[src/rtl/reg_file_sb_if.sv]
// Bus bundle for the scoreboarded register file: two read ports, one write port,
// one claim port, plus busy/stall/double-claim status back to the requester.
interface reg_file_sb_if #(
    parameter int DATA_W = 32,
    parameter int ADDR_W = 4
);
    logic [ADDR_W-1:0] rs;
    logic [ADDR_W-1:0] rt;
    logic [DATA_W-1:0] rd1;
    logic [DATA_W-1:0] rd2;
    logic              we;
    logic [ADDR_W-1:0] wa;
    logic [DATA_W-1:0] wd;
    logic              claim;
    logic [ADDR_W-1:0] ca;
    logic              rs_busy;
    logic              rt_busy;
    logic              stall;
    logic              dbl_claim;

    modport master (
        output rs, rt, we, wa, wd, claim, ca,
        input  rd1, rd2, rs_busy, rt_busy, stall, dbl_claim
    );

    modport slave (
        input  rs, rt, we, wa, wd, claim, ca,
        output rd1, rd2, rs_busy, rt_busy, stall, dbl_claim
    );
endinterface

[src/rtl/reg_file_sb.sv]
// Register file with a per-register busy (pending-write) scoreboard and double-claim detection.
// Optional macro REGFILE_BYPASS_EN forwards same-cycle write data to the read ports.
module reg_file_sb #(
    parameter int DATA_W = 32,
    parameter int ADDR_W = 4
) (
    input  logic         clk,
    input  logic         rst,
    reg_file_sb_if.slave bus
);
    localparam int NREGS = 2 ** ADDR_W;

    logic [DATA_W-1:0] regsQ [NREGS];
    logic [DATA_W-1:0] regsD [NREGS];
    logic [NREGS-1:0]  busyQ;
    logic [NREGS-1:0]  busyD;
    logic              dblClaimQ;
    logic              dblClaimD;

    logic              writeHit;
    logic              claimHit;

    assign writeHit = bus.we && (bus.wa != '0);
    assign claimHit = bus.claim && (bus.ca != '0);

    // A claim landing on the edge that also retires the same register is the newer
    // producer taking over, so busy stays set and it is not a double claim.
    always_comb begin
        regsD     = regsQ;
        busyD     = busyQ;
        dblClaimD = 1'b0;
        if (writeHit) begin
            regsD[bus.wa] = bus.wd;
        end
        if (bus.we) begin
            busyD[bus.wa] = 1'b0;
        end
        if (claimHit) begin
            busyD[bus.ca] = 1'b1;
            dblClaimD     = busyQ[bus.ca] && !(bus.we && (bus.wa == bus.ca));
        end
        busyD[0] = 1'b0;
    end

    always_ff @(posedge clk) begin
        if (rst) begin
            for (int i = 0; i < NREGS; i++) begin
                regsQ[i] <= '0;
            end
            busyQ     <= '0;
            dblClaimQ <= 1'b0;
        end else begin
            regsQ     <= regsD;
            busyQ     <= busyD;
            dblClaimQ <= dblClaimD;
        end
    end

    logic [DATA_W-1:0] storedRs;
    logic [DATA_W-1:0] storedRt;

    assign storedRs = (bus.rs == '0) ? '0 : regsQ[bus.rs];
    assign storedRt = (bus.rt == '0) ? '0 : regsQ[bus.rt];

`ifdef REGFILE_BYPASS_EN
    logic fwdRs;
    logic fwdRt;

    assign fwdRs = writeHit && (bus.wa == bus.rs);
    assign fwdRt = writeHit && (bus.wa == bus.rt);

    // The in-flight write satisfies the reader this cycle, so it must not stall on it.
    always_comb begin
        bus.rd1     = fwdRs ? bus.wd : storedRs;
        bus.rd2     = fwdRt ? bus.wd : storedRt;
        bus.rs_busy = fwdRs ? 1'b0 : busyQ[bus.rs];
        bus.rt_busy = fwdRt ? 1'b0 : busyQ[bus.rt];
    end
`else
    always_comb begin
        bus.rd1     = storedRs;
        bus.rd2     = storedRt;
        bus.rs_busy = busyQ[bus.rs];
        bus.rt_busy = busyQ[bus.rt];
    end
`endif

    assign bus.stall     = bus.rs_busy | bus.rt_busy;
    assign bus.dbl_claim = dblClaimQ;
endmodule

[src/flat_wrapper.sv]
// flat-port wrapper written by rule: the top's interface ports become plain ports
module reg_file_sb_flat 
#(
    parameter int DATA_W = 32,
    parameter int ADDR_W = 4
)
  (clk, rst, bus_rs, bus_rt, bus_we, bus_wa, bus_wd, bus_claim, bus_ca, bus_rd1, bus_rd2, bus_rs_busy, bus_rt_busy, bus_stall, bus_dbl_claim);
  reg_file_sb_if #(.DATA_W(DATA_W), .ADDR_W(ADDR_W)) bus_i ();
  input  logic clk;
  input  logic rst;
  input wire logic [$bits(bus_i.rs)-1:0] bus_rs;
  input wire logic [$bits(bus_i.rt)-1:0] bus_rt;
  input wire logic [$bits(bus_i.we)-1:0] bus_we;
  input wire logic [$bits(bus_i.wa)-1:0] bus_wa;
  input wire logic [$bits(bus_i.wd)-1:0] bus_wd;
  input wire logic [$bits(bus_i.claim)-1:0] bus_claim;
  input wire logic [$bits(bus_i.ca)-1:0] bus_ca;
  output wire logic [$bits(bus_i.rd1)-1:0] bus_rd1;
  output wire logic [$bits(bus_i.rd2)-1:0] bus_rd2;
  output wire logic [$bits(bus_i.rs_busy)-1:0] bus_rs_busy;
  output wire logic [$bits(bus_i.rt_busy)-1:0] bus_rt_busy;
  output wire logic [$bits(bus_i.stall)-1:0] bus_stall;
  output wire logic [$bits(bus_i.dbl_claim)-1:0] bus_dbl_claim;
  assign bus_i.rs = bus_rs;
  assign bus_i.rt = bus_rt;
  assign bus_i.we = bus_we;
  assign bus_i.wa = bus_wa;
  assign bus_i.wd = bus_wd;
  assign bus_i.claim = bus_claim;
  assign bus_i.ca = bus_ca;
  assign bus_rd1 = bus_i.rd1;
  assign bus_rd2 = bus_i.rd2;
  assign bus_rs_busy = bus_i.rs_busy;
  assign bus_rt_busy = bus_i.rt_busy;
  assign bus_stall = bus_i.stall;
  assign bus_dbl_claim = bus_i.dbl_claim;
  reg_file_sb #(.DATA_W(DATA_W), .ADDR_W(ADDR_W)) u_core (.clk(clk), .rst(rst), .bus(bus_i));
endmodule
[config.mk]
export PLATFORM = sky130hd
export DESIGN_NAME = reg_file_sb_flat
export DESIGN_NICKNAME = d
export VERILOG_FILES = /design/src/rtl/reg_file_sb_if.sv /design/src/rtl/reg_file_sb.sv /design/src/flat_wrapper.sv
export SDC_FILE = /design/constraint.sdc
export NUM_CORES = 2
export LEC_CHECK = 0
export CAP_MARGIN = 15
export CORE_MARGIN = 4
export CORE_UTILIZATION = 60
export CTS_CLUSTER_SIZE = 8
export DETAILED_ROUTE_END_ITERATION = 10
export PLACE_DENSITY_LB_ADDON = 0.15
export REMOVE_ABC_BUFFERS = 1
export SLEW_MARGIN = 0
export SYNTH_ARGS = -nofsm -noshare
export SYNTH_HDL_FRONTEND = slang
export SYNTH_SLANG_ARGS = --single-unit
[constraint.sdc]
create_clock -name clk -period 2.26 [get_ports clk]
set_input_delay 0.452 -clock clk [delete_from_list [all_inputs] [get_ports clk]]
set_output_delay 0.452 -clock clk [all_outputs]
set_load 0.02 [all_outputs]
==> results.toml <==
[cells_and_area]
final_cell_mix = "nand2_1, a21oi_1, dfxtp_1, mux4_2, buf_4"
nets = 3164
drive_gt1_frac = 0.3282
fin_area_mm2 = 0.03305
final_common_cell = "nand2_1"
synthToLayoutAreaGrowth_pct = 29.59
diodes = 0

[status]
outcome = "finished with violations"
violations = "negative setup slack"

[timing]
drv_slew = 0
fin_ws_ns = -0.2552
fmax_mhz = 397.6
skew_ns = 0.001642
fin_crit_sh = 1.113
relSlewSlack = 0.5072
period_needed_ns = 2.515
finalSetupViolCount = 67
tightest_slew_ns = 0.7369
rsz0062_at_grt = "yes"
hold_viol_final = 0

[power]
pwr-share-seq = 0.419
ir_drop_uv = 647.5
p_int_w = 0.01577
clkPwrFrac = 0.445
p_switching_w = 0.005648
swShare = 0.2637
p_leak_nw = 11.45
combinationalPowerShare = 0.136
power_w = 0.02141
power.density_mw_per_mm2 = 648.0

[worst_setup_path]
cpPeakStageDelay_ns = 0.49
crit_slowest_cell = "mux4_2"
worstSetupPathType = "reg -> out"
path_max_fanout = 3
cp-start-kind = "flop"
r2r_end = "u_core.bus.dbl_claim"
ff2ff_setup_slack_ns = 0.85
crit_buf_inv = 1
crit_required_ns = 1.81
crit_arrival_ns = 2.06
r2r-start = "u_core.busyQ[7]"
crit_family = "multiplexers"
r2r.worst_path.cells = 5
worstPathCellList = "mux4_2, nor2b_2, o311ai_2, or2_1, buf_6"
critPathCaptureType = "primary output"
cp.depth = 5

[route]
drt_iter0_markers = 3973
wire_per_inst_um = 26.23
drt-total-wl_um = 95910
vias = 25300
drc = 0
first_pass_iters = 8
highest_layer = "met4"
detail-route-antenna-nets = 0
wl_met1_um = 33700
wl_met3_um = 12230
routed_via_density = 6.920
wl_met2_um = 43620

[synthesis]
synth_enable_flop_cells = 0
async_flop_share = 0
synth_cells = 2929
avgSynthCellArea_um2 = 8.707
netlist_area_mm2 = 0.02550
ys_ff_latch = 496
yosysWarnings = 0
synthFlopType = "dfxtp_1"
synth_cell_types = 38
seq_area_frac_synth = 0.3894

[min_path]
hold_depth = 2
hold_class = "in -> reg"
holdPathEnd = "u_core.regsQ[169]"
min_from = "rst"

[clocking]
cts.path.max_buffers = 3
clock_latency_ns = 0.59
cts_made_buffers = 71
cts_tree = "yes"
cts-root-buf = "clkbuf_16"
clk_pin_slew_ns = 0.05
hold_buffers = 0
htreeDepth = 3
cts_sinks = 496

[grt]
grt_pass1_wl_um = 145600
grt_max_degree = 142
antenna_found_initial = 0
grt.overflow.total = 0
grt_usage = 0.4006
grt_pass1_vias = 25510

[floorplanning]
dieWidth_um = 214.2
core-area_mm2 = 0.04195
die-area_mm2 = 0.04587
fp.dieH_um = 214.2
initial_core_util = 0.6080
ios = 120
fp-row-count = 75

[placement]
port_buffers = 119
placed_cell_area_mm2 = 0.02886
globalplace.congestion = 0.9047
dpl.hpwl_um = 55630

[flow_run]
cap_violations = 0
-- how the worst max path moves through the flow --
stage               startpoint           to
6_report       u_core.busyQ[7]    bus_stall
5_1_grt        u_core.busyQ[7]    bus_stall
4_1_cts        u_core.busyQ[7]    bus_stall
3_5_place_dp         bus_rt[0]  bus_rd2[22]
3_3_place_gp         bus_rt[0]  bus_rd2[19]
2_1_floorplan        bus_rs[1]    bus_stall
-- flip-flops by register name (all words and copies together) (netlist names) --
name                  flops
u_core.busyQ             15
u_core.regsQ            480
u_core.bus.dbl_claim      1
-- synthesized netlist by cell type (all sizes together), types with 5 or more instances --
cell type / count / area [um^2]
mux4: 201 / 4527
a221o: 64 / 640.6
inv: 11 / 41.29
nand3: 8 / 40.04
clkbuf: 191 / 716.9
mux2i: 64 / 640.6
nand2b: 66 / 412.9
buf: 103 / 588.1
nor2b: 9 / 56.30
nor2: 18 / 75.07
a21oi: 609 / 3048
nand2: 975 / 3660
a32oi: 5 / 43.79
dfxtp: 496 / 9930
mux2: 67 / 754.5
o32ai: 9 / 78.83
-- per-layer routing --
layer / GRT usage / vias up
li1: - / 10590
met1: 0.5056 / 12200
met2: 0.6256 / 2014
met3: 0.1006 / 498
met4: 0.2416 / 0
met5: 0 / -
-- layout make-up --
cell class                 count  area, um^2
clock buffer                  72        1802
timing repair buffer         404        4662
sequential                   496       10050
multi-input combinational   2128       15740
inverter                      11       41.29
clock inverter                 6       86.33
fill                        2491        8899
tap                          539       674.4
-- power by group through the flow --
stage / Sequential, W / Clock [W] / Combinational, W
floorplan: 0.00911 / 0 / 0.000814
global placement: 0.00912 / 0 / 0.00231
detailed placement: 0.00913 / 0 / 0.00234
CTS: 0.00897 / 0.00951 / 0.00266
global route: 0.00897 / 0.00990 / 0.00300
finish: 0.00897 / 0.00953 / 0.00291
-- worst register-to-register path, delay by kind of cell, from the launching register on --
kind / cells / cell delay, ns
AOI/OAI and AO/OA: 1 / 0.18
DFF: 1 / 0.32
and+or+nand+nor: 1 / 0.08
buffers and inverters: 2 / 0.24
muxes: 1 / 0.47
-- cells by family (layout without fill, tap and decap cells) --
family	count (synthesis)	after routing	share of synthesized area
flip-flops	496	496	0.3894
AND/OR/NAND/NOR	1096	1096	0.1720
XOR/XNOR	4	4	0.001374
buffers and inverters	305	493	0.05279
AO/OA/AOI/OAI	696	696	0.1523
multiplexers	332	332	0.2322
-- what timing repair did --
item                                    CTS  global route
endpoints found under the setup margin   67            67
endpoints found under the hold margin     0             0
buffers inserted                         22            21
pin swaps                                56            76
cloned                                   13             1
resized for setup                       595           201
-- through the flow --
stage                     setup slack [ns]  std cells  hold WS, ns  utilization  setup TNS [ns]
final                              -0.2552       3656       0.1623       0.7879          -8.485
after floorplan                    -0.9879       2635       0.4364            -          -53.08
after CTS                          -0.2473       3642       0.1426       0.7680          -8.530
after global placement             -0.7654       3533       0.4481       0.6881          -46.87
after detailed placement           -0.7475       3533       0.4572       0.6881          -57.61
after global routing               -0.3143       3656       0.1547       0.7879          -10.35
Power figures use the tool's default switching activity.
